===== src/rtl/dual_grant_decoder.sv =====
// Turns an accepted (idx1, idx2) pair into one-hot grant beats, idx1 first. Macro DUAL_GRANT_MERGED_EN merges both into one beat.
// Latency: the first beat is registered at the accepting edge. Backpressure: in_ready only in IDLE; beats hold while !grant_ready.
module dual_grant_decoder #(
    parameter int N     = 12,
    parameter int IDX_W = 4,
    parameter int CNT_W = 16
) (
    input  logic             clk,
    input  logic             rst_n,
    input  logic             in_valid,
    output logic             in_ready,
    input  logic [IDX_W-1:0] idx1,
    input  logic [IDX_W-1:0] idx2,
    output logic [N-1:0]     grant,
    output logic             grant_valid,
    input  logic             grant_ready,
    output logic             grant_last,
    output logic [CNT_W-1:0] grant_cnt,
    output logic             err,
    input  logic             err_clr
);

    typedef enum logic [1:0] {IDLE, G1, G2} state_t;

    localparam logic [IDX_W-1:0] N_IDX    = IDX_W'(N);
    localparam logic [IDX_W-1:0] IDX_NONE = '1;

    state_t       state_q, state_d;
    logic [N-1:0] b1_q, b1_d, b2_q, b2_d;
    logic         l1_q, l1_d;
    logic         v1, v2, inv_any, accept;
    logic [N-1:0] oh1, oh2;
    logic [N-1:0] grant_d;
    logic         grant_last_d;

    assign in_ready = (state_q == IDLE);
    assign accept   = in_valid & in_ready;

    assign v1      = (idx1 < N_IDX);
    assign v2      = (idx2 < N_IDX);
    assign inv_any = (!v1 && idx1 != IDX_NONE) || (!v2 && idx2 != IDX_NONE);
    assign oh1     = v1 ? (N'(1) << idx1) : '0;
    assign oh2     = v2 ? (N'(1) << idx2) : '0;

`ifndef DUAL_GRANT_MERGED_EN
    logic dup;
    // A duplicate second index collapses to "no second request".
    assign dup = v1 && v2 && (idx1 == idx2);
`endif

    always_comb begin
        state_d = state_q;
        b1_d    = b1_q;
        b2_d    = b2_q;
        l1_d    = l1_q;
        case (state_q)
            IDLE: begin
                if (accept) begin
`ifdef DUAL_GRANT_MERGED_EN
                    b1_d    = oh1 | oh2;
                    b2_d    = '0;
                    l1_d    = 1'b1;
                    state_d = (v1 || v2) ? G1 : IDLE;
`else
                    b1_d    = oh1;
                    b2_d    = dup ? '0 : oh2;
                    l1_d    = dup || !v2;
                    state_d = v1 ? G1 : ((v2 && !dup) ? G2 : IDLE);
`endif
                end
            end
            G1: begin
                if (grant_ready) state_d = (b2_q != '0) ? G2 : IDLE;
            end
            G2: begin
                if (grant_ready) state_d = IDLE;
            end
            default: state_d = IDLE;
        endcase

        grant_d      = '0;
        grant_last_d = 1'b0;
        if (state_d == G1) begin
            grant_d      = b1_d;
            grant_last_d = l1_d;
        end else if (state_d == G2) begin
            grant_d      = b2_d;
            grant_last_d = 1'b1;
        end
    end

    always_ff @(posedge clk or negedge rst_n) begin
        if (!rst_n) begin
            state_q     <= IDLE;
            b1_q        <= '0;
            b2_q        <= '0;
            l1_q        <= 1'b0;
            grant       <= '0;
            grant_valid <= 1'b0;
            grant_last  <= 1'b0;
            grant_cnt   <= '0;
            err         <= 1'b0;
        end else begin
            state_q     <= state_d;
            b1_q        <= b1_d;
            b2_q        <= b2_d;
            l1_q        <= l1_d;
            grant       <= grant_d;
            grant_valid <= (state_d != IDLE);
            grant_last  <= grant_last_d;
            if (grant_valid && grant_ready) grant_cnt <= grant_cnt + CNT_W'(1);
            // A new out-of-range index wins over a same-cycle clear.
            if (accept && inv_any) err <= 1'b1;
            else if (err_clr)      err <= 1'b0;
        end
    end

endmodule


===== config.mk =====
export PLATFORM = sky130hd
export DESIGN_NAME = dual_grant_decoder
export DESIGN_NICKNAME = d
export VERILOG_FILES = /design/src/rtl/dual_grant_decoder.sv
export SDC_FILE = /design/constraint.sdc
export NUM_CORES = 1
export LEC_CHECK = 0
export BUFFER_PORTS_ARGS = -buffer_cell sky130_fd_sc_hd__buf_2
export CORE_UTILIZATION = 45
export DETAILED_ROUTE_END_ITERATION = 8
export PLACE_DENSITY = 0.63
export SYNTH_ARGS = -nofsm -noshare
export SYNTH_HDL_FRONTEND = slang
export SYNTH_SLANG_ARGS = --single-unit

===== constraint.sdc =====
create_clock -name clk -period 2 [get_ports clk]
set_clock_uncertainty 0.05 [all_clocks]
set_input_delay 0.2 -clock clk [delete_from_list [all_inputs] [get_ports clk]]
set_output_delay 0.2 -clock clk [all_outputs]
set_load 0.03 [all_outputs]

==> results of run 1 <==
-- cell type report --
cell class | count | share of cell area, %
inverter | 28 | 3.351
multi-input combinational | 155 | 30.55
tap | 72 | 2.872
sequential | 58 | 46.27
clock inverter | 6 | 2.832
timing repair buffer | 53 | 9.733
clock buffer | 10 | 4.388
-- synthesized netlist by cell type (6+ instances only) --
cell	number	area share (%)
a21boi_0	11	3.2
dfrtp_1	58	56
nor2_1	12	1.8
nor4_1	9	2.2
nand2_1	30	4.4
o31a_1	6	2.0
inv_1	28	4.1
xnor2_1	15	5.1
nand2b_1	8	1.9
nor3_1	6	1.2
a21oi_1	6	1.2
o22ai_1	13	3.2
-- what timing repair did --
| item | 4_1_cts | 5_1_grt |
|---|---|---|
| endpoints found under the hold margin | 59 | 0 |
| hold buffers | 2 | 0 |
| buffers inserted | 0 | 0 |
-- sequential cells by signal, indices dropped and copies added (netlist names) --
signal       flops
grant_cnt       16
grant           12
err              1
b2_q            12
grant_last       1
state_q          2
grant_valid      1
b1_q            12
l1_q             1
-- logic make-up after synthesis --
kind of cell | Yosys count | share of synthesized area [%]
XOR/XNOR | 19 | 6.475
flip-flops | 58 | 56.48
multiplexers | 1 | 0.4381
adder cells (fa/ha/maj) | 1 | 0.4868
buffers and inverters | 37 | 6.232
AO/OA/AOI/OAI | 46 | 12.71
AND/OR/NAND/NOR | 88 | 17.19
-- report_power, final --
part	total (mW)	internal (mW)	leakage, nW	switching (mW)
combinational	1.21	0.406	0.800	0.804
sequential	1.55	1.40	0.786	0.158
clock	1.23	0.737	0.109	0.491
total	3.99	2.54	1.69	1.45
-- critical path, stage by stage, from the launching register on --
cell and delay (ns):
dfrtp_1 0.44, or3b_1 0.42, buf_4 0.25, nor3_1 0.23
a21boi_0 0.17, o22ai_1 0.21
-- worst paths after layout --
kind | from | to | slack (ns)
setup / recovery | state_q[0] | grant[8] | 0.14
hold / removal | grant_ready | grant_cnt[0] | 0.16
setup reg to reg | state_q[0] | grant[8] | 0.14
hold reg to reg | b1_q[8] | b1_q[8] | 0.42
max in group asynchronous | rst_n | b2_q[4] | 1.30
min in group asynchronous | rst_n | grant[4] | 0.35
-- stage by stage --
step	setup slack (ns)	hold slack, ns	instances	cell area, µm²
6_report	0.1384	0.1593	382	3137
5_1_grt	0.01096	0.1657	382	3137
4_1_cts	0.1280	0.1468	382	3137
3_5_place_dp	0.1494	0.1753	364	2890
3_3_place_gp	0.1465	0.1795	364	2890
2_1_floorplan	0.2790	-0.1456	250	2570
-- routing by layer --
layer | track usage, % | vias to the layer above | share of wire (%)
li1 | - | 969 | -
met1 | 27.71 | 947 | 46
met2 | 32.39 | 51 | 47
met3 | 4.941 | 10 | 5.3
met4 | 11.89 | 0 | 2.0
met5 | 0 | - | 0
==> impl_metrics.py, run 1 <==
metrics = {
    "status": {
        "status": "complete, no violations",
    },
    "timing": {
        "worstMarginPinSlew_ns": 0.4005,
        "fin_crit_sh_pct": 93.08,
        "fin_tns_setup_ns": 0,
        "rsz0062_at_grt": "no",
        "fmax_ghz": 0.5372,
        "hold_viol_final": 0,
        "setup_viol": 0,
        "worst_slew_margin_rel_pct": 72.95,
        "min_period_ns": 1.862,
        "drv_slew": 0,
    },
    "pwr": {
        "power_density_nw_per_um2": 1273,
        "p_leak_nw": 1.694,
        "power_mw": 3.993,
        "ir_drop_mv": 0.6465,
    },
    "cts": {
        "post_cts_resized": 0,
        "clkTransAtPathRegs_ns": 0.07,
        "ctsRootBufferMaster": "clkbuf_8",
        "clockBufferDepth": 2,
        "clock-sinks": 58,
        "htree_levels": 3,
        "cts-buffers-inserted": 9,
        "clk_latency_ns": 0.34,
        "cts_tree": "built",
    },
    "die": {
        "core_area_um2": 5507,
        "die_w_um": 77.57,
        "num_rows": 27,
        "initial_utilization_pct": 46.67,
        "die_h_um": 77.57,
        "die-area_um2": 6017,
        "ios": 45,
    },
    "synth": {
        "synth_edf_count": 0,
        "synth_ff_type": "dfrtp_1",
        "ys_warn_count": 0,
        "ys_ff_latch": 58,
        "syn_area_um2": 2570,
        "syn_avg_cell_area_um2": 10.28,
        "async_flop_share_pct": 100.0,
        "synth_nets": 264,
        "synth_cell_types": 35,
        "seq_area_frac_synth_pct": 56.48,
        "syn_inst": 250,
    },
    "worst_hold_path": {
        "min_path_type": "in2reg",
        "holdPathStages": 3,
    },
    "setup_path": {
        "crit_type": "reg2reg",
        "cp-end-kind": "flip-flop",
        "required_ns": 2.20,
        "arrival_ns": 2.07,
        "r2r.worst_path.cells": 5,
        "worst-path-max-fanout": 36,
        "worst_setup_path_start_kind": "flip-flop",
    },
    "global_route": {
        "grt_pass1_wl_um": 9563,
        "grt_max_degree": 59,
        "grt_overflow_total": 0,
        "grt_pass1_vias": 1974,
        "antenna_found_initial": 0,
        "grt_use_total_pct": 21.20,
    },
    "cells_and_area": {
        "nets": 319,
        "final_common_cell": "dfrtp_1",
        "final_cell_mix": "58 x dfrtp_1, 44 x buf_2, 30 x nand2_1, 28 x inv_1, 15 x xnor2_1",
        "multi_input_area_um2": 958.4,
        "drive_above_1_share_pct": 22.90,
        "antenna_cells": 0,
        "synthToLayoutAreaGrowth_pct": 22.05,
        "utilization_pct": 56.96,
        "fillers": 518,
        "seq_area_um2": 1451,
    },
    "drt": {
        "drt-initial-drc-count": 100,
        "wire_per_inst_um": 14.66,
        "drtPass1Iterations": 4,
        "drc": 0,
        "drt_wl_total_um": 5602,
        "drt-vias-per-instance": 5.175,
        "vias": 1977,
        "final_antenna_net_count": 0,
    },
    "placed_design": {
        "portBuffers": 44,
        "gp_congestion": 0.8335,
        "dp_hpwl_um": 3833,
    },
    "flow_run": {
        "cap_violations": 0,
    },
}
(Power assumes the default switching activity.)
==> inputs of run 2 (changes only) <==
Settings changed: CAP_MARGIN set to 10, CTS_BUF_LIST set to sky130_fd_sc_hd__clkbuf_16.
==> impl_metrics.py, run 2 (synthesis gave the netlist of run 1 again) <==
metrics = {
    "setup_path": {
        "critPathMaxStageDelay_ns": 0.43,
        "critPathLaunch": "state_q[0]",
        "cp_cell_sequence": "or3b_1 > buf_4 > nor3_1 > a21boi_0 > o22ai_1",
        "r2r_start": "state_q[0]",
        "cp-end-kind": "flip-flop",
        "required_ns": 2.19,
        "worst-path-max-fanout": 36,
        "worst_setup_path_start_kind": "flip-flop",
        "arrival_ns": 2.04,
        "slowest_stage": "dfrtp_1",
        "crit_type": "reg2reg",
    },
    "worst_hold_path": {
        "min_path_type": "in2reg",
        "worstHoldStart": "err_clr",
    },
    "timing": {
        "setup_viol": 0,
        "min_period_ns": 1.852,
        "fin_crit_sh_pct": 92.59,
        "worst_slew_margin_rel_pct": 73.45,
        "fmax_ghz": 0.5400,
        "drv_slew": 0,
        "worstMarginPinSlew_ns": 0.3931,
        "hold_viol_final": 0,
        "fin_tns_setup_ns": 0,
        "holdWs_ns": 0.01288,
        "rsz0062_at_grt": "no",
    },
    "drt": {
        "drt_wl_total_um": 5609,
        "drt-initial-drc-count": 132,
        "wire_per_inst_um": 14.72,
        "final_antenna_net_count": 0,
        "drt-vias-per-instance": 5.249,
        "vias": 2000,
        "drc": 0,
        "drtPass1Iterations": 4,
    },
    "global_route": {
        "grt_pass1_wl_um": 9584,
        "antenna_found_initial": 0,
        "grt_max_degree": 59,
        "grt_pass1_vias": 1965,
        "grt_overflow_total": 0,
        "grt_use_total_pct": 20.98,
    },
    "cells_and_area": {
        "utilization_pct": 58.44,
        "regMostFlops": "grant_cnt",
        "largest_reg_flops": 16,
        "synthToLayoutAreaGrowth_pct": 25.22,
        "final_cell_mix": "58 x dfrtp_1, 44 x buf_2, 30 x nand2_1, 28 x inv_1, 15 x xnor2_1",
        "final_common_cell": "dfrtp_1",
        "drive_above_1_share_pct": 22.65,
        "nets": 318,
        "antenna_cells": 0,
    },
    "cts": {
        "clock-sinks": 58,
        "htree_levels": 3,
        "post_cts_resized": 0,
        "cts_hold_buf": 1,
        "clkTransAtPathRegs_ns": 0.05,
        "ctsRootBufferMaster": "clkbuf_16",
        "post-cts-setup-buffers": 0,
        "cts-buffers-inserted": 9,
        "cts_tree": "built",
        "clockBufferDepth": 2,
        "clk_latency_ns": 0.32,
    },
    "pwr": {
        "power_density_nw_per_um2": 1362,
        "power.internal_mw": 2.888,
        "power_mw": 4.383,
        "combinationalPowerShare_pct": 27.6,
        "ir_drop_mv": 0.6824,
        "seq_power_share_pct": 35.5,
        "switchingPower_mw": 1.495,
        "pwr-share-clk_pct": 36.9,
        "swShare_pct": 34.11,
        "p_leak_nw": 1.731,
    },
    "placed_design": {
        "dp_hpwl_um": 3833,
        "gp_congestion": 0.8335,
        "portBuffers": 44,
    },
    "die": {
        "core_area_um2": 5507,
        "num_rows": 27,
        "die_w_um": 77.57,
        "ios": 45,
        "initial_utilization_pct": 46.67,
        "die-area_um2": 6017,
        "die_h_um": 77.57,
    },
    "status": {
        "status": "complete, no violations",
    },
    "flow_run": {
        "cap_violations": 0,
    },
}
[run 2: per-stage QoR]
| step | setup slack (ns) | instance area, µm² | instances |
|---|---|---|---|
| after floorplan | 0.2790 | 2570 | 250 |
| after global placement | 0.1465 | 2890 | 364 |
| after detailed placement | 0.1494 | 2890 | 364 |
| after CTS | 0.1313 | 3218 | 381 |
| after global routing | 0.01361 | 3218 | 381 |
| final | 0.1481 | 3218 | 381 |
[run 2: power groups by stage]
stage	logic [mW]	clock network, mW	registers, mW
finish	1.21	1.62	1.56
global route	1.32	1.70	1.59
CTS	1.22	1.64	1.56
detailed placement	1.21	0	1.58
global placement	1.19	0	1.57
floorplan	0.637	0	1.77
[run 2: per-layer routing]
layer / vias to the layer above / track usage [%] / part of all wire (%)
li1: 967 / - / -
met1: 978 / 28.04 / 46
met2: 44 / 32.74 / 47
met3: 11 / 5.412 / 4.6
met4: 0 / 7.925 / 1.5
met5: - / 0 / 0
[run 2: final cells by class]
class / count / area [µm²]
clock inverters: 7 / 92.59
inverters: 28 / 105.1
multi-input cells: 155 / 958.4
clock buffers: 9 / 225.2
flip-flops and latches: 58 / 1451
repair buffers: 52 / 295.3
fillers: 510 / 2288
well taps: 72 / 90.09
[run 2: critical path: cells and delay by family (launching register included)]
family,cells,cell delay [ns]
and+or+nand+nor,2,0.64
DFF,1,0.43
AOI/OAI and AO/OA,2,0.38
buffers and inverters,1,0.26
[run 2: worst paths after layout]
check / cells after the start / endpoint / slack, ns
max in group asynchronous: 3 / b2_q[4] / 1.28
worst max register to register: 5 / grant[8] / 0.15
min in group asynchronous: 3 / grant[4] / 0.36
worst min-delay path: 2 / err / 0.01
worst max-delay path: 5 / grant[8] / 0.15
worst min register to register: 2 / b1_q[8] / 0.42
==> inputs of run 3 (changes only) <==
Clock period 2 ns to 2.2 ns, I/O delays scaled along.
==> impl_metrics.py, run 3 (synthesis gave the netlist of run 1 again) <==
metrics = {
    "cells_and_area": {
        "nets": 318,
        "antenna_cells": 0,
        "drive_above_1_share_pct": 22.33,
        "synthToLayoutAreaGrowth_pct": 24.00,
        "final_cell_mix": "58 x dfrtp_1, 44 x buf_2, 30 x nand2_1, 29 x inv_1, 15 x xnor2_1",
        "final_area_um2": 3187,
        "final_common_cell": "dfrtp_1",
        "largest_reg_flops": 16,
        "regMostFlops": "grant_cnt",
    },
    "pwr": {
        "p_leak_nw": 1.729,
        "power_mw": 3.857,
        "ir_drop_mv": 0.6882,
        "power_density_nw_per_um2": 1210,
    },
    "placed_design": {
        "portBuffers": 44,
        "gp_congestion": 0.8020,
        "place_area_um2": 2890,
        "dp_hpwl_um": 3984,
    },
    "status": {
        "status": "complete, no violations",
    },
    "cts": {
        "clock-sinks": 58,
        "post_cts_resized": 0,
        "cts-buffers-inserted": 9,
        "clkTransAtPathRegs_ns": 0.05,
        "cts_hold_buf": 1,
        "cts_tree": "built",
        "htree_levels": 3,
        "ctsRootBufferMaster": "clkbuf_16",
        "clockBufferDepth": 2,
        "post-cts-setup-buffers": 0,
        "clk_latency_ns": 0.32,
    },
    "die": {
        "die-area_um2": 6017,
        "ios": 45,
        "die_h_um": 77.57,
        "core_area_um2": 5507,
        "initial_utilization_pct": 46.67,
        "num_rows": 27,
        "die_w_um": 77.57,
    },
    "timing": {
        "worst_slew_margin_rel_pct": 57.58,
        "drv_slew": 0,
        "worstMarginPinSlew_ns": 0.6362,
        "rsz0062_at_grt": "no",
        "min_period_ns": 1.781,
        "fmax_ghz": 0.5613,
        "fin_crit_sh_pct": 80.98,
        "hold_viol_final": 0,
        "fin_tns_setup_ns": 0,
        "setup_viol": 0,
    },
    "global_route": {
        "grt_overflow_total": 0,
        "grt_pass1_wl_um": 9880,
        "antenna_found_initial": 0,
        "grt_use_total_pct": 21.82,
        "grt_max_degree": 33,
        "grt_pass1_vias": 2000,
    },
    "worst_hold_path": {
        "min_path_type": "in2reg",
    },
    "drt": {
        "drt_wl_total_um": 5835,
        "drt-initial-drc-count": 114,
        "final_antenna_net_count": 0,
        "drc": 0,
        "wire_per_inst_um": 15.31,
        "vias": 2039,
        "drt-vias-per-instance": 5.352,
        "drtPass1Iterations": 4,
    },
    "setup_path": {
        "worst-path-max-fanout": 22,
        "cp_cell_sequence": "or3b_1 > buf_4 > nand2_1 > a21boi_0 > o22ai_1",
        "required_ns": 2.34,
        "slowest_stage": "dfrtp_1",
        "arrival_ns": 1.92,
        "crit_type": "reg2reg",
        "worst_setup_path_start_kind": "flip-flop",
        "critPathMaxStageDelay_ns": 0.44,
        "cp-end-kind": "flip-flop",
    },
    "flow_run": {
        "cap_violations": 0,
    },
}
[run 3: changes by cell type in the layout (fill, tap and decap cells not counted), sizes merged]
cell / before / now
clkinvlp: 2 / 0
bufinv: 2 / 1
clkinv: 2 / 5
[run 3: report_power, final]
group	switching, mW	internal (mW)	leakage, nW
logic	0.744	0.368	0.795
registers	0.140	1.27	0.786
clock network	0.471	0.862	0.148
[run 3: area by class of cell]
type                       count  area (µm²)
timing repair buffer          52       295.3
fill                         491        2320
clock buffer                   9       225.2
inverter                      28       105.1
sequential                    58        1451
tap                           72       90.09
clock inverter                 7       61.31
multi-input combinational    155       958.4
[run 3: per-stage QoR]
step                      hold WS (ns)  util [%]  std cells  worst slack (ns)
after floorplan                -0.1256         -        250            0.4790
after CTS                      0.03913     57.87        381            0.4246
after global routing           0.05981     57.87        381            0.2829
after global placement          0.2294     52.49        364            0.4101
after detailed placement        0.2269     52.49        364            0.4408
final                          0.03937     57.87        381            0.4185
[run 3: final timing paths]
check / start / end / slack, ns / cells after the start
max: state_q[0] / grant[2] / 0.42 / 5
min: err_clr / err / 0.04 / 2
max reg2reg: state_q[0] / grant[2] / 0.42 / 5
min reg2reg: b1_q[0] / b1_q[0] / 0.42 / 2
max in group asynchronous: rst_n / b1_q[0] / 1.10 / 3
min in group asynchronous: rst_n / l1_q / 0.40 / 2
[run 3: routing by layer]
metal,vias up,track usage (%),wire length (µm)
met5,-,0,0
met4,0,12.26,121
met3,13,4.353,308
met2,63,33.89,2658
met1,996,28.52,2747
li1,967,-,-
[run 3: critical path: cells and delay by family, from the launching register on]
family / cells / cell delay, ns
buffers and inverters: 1 / 0.22
AND/OR/NAND/NOR: 2 / 0.50
AO/OA/AOI/OAI: 2 / 0.45
flip-flops: 1 / 0.44
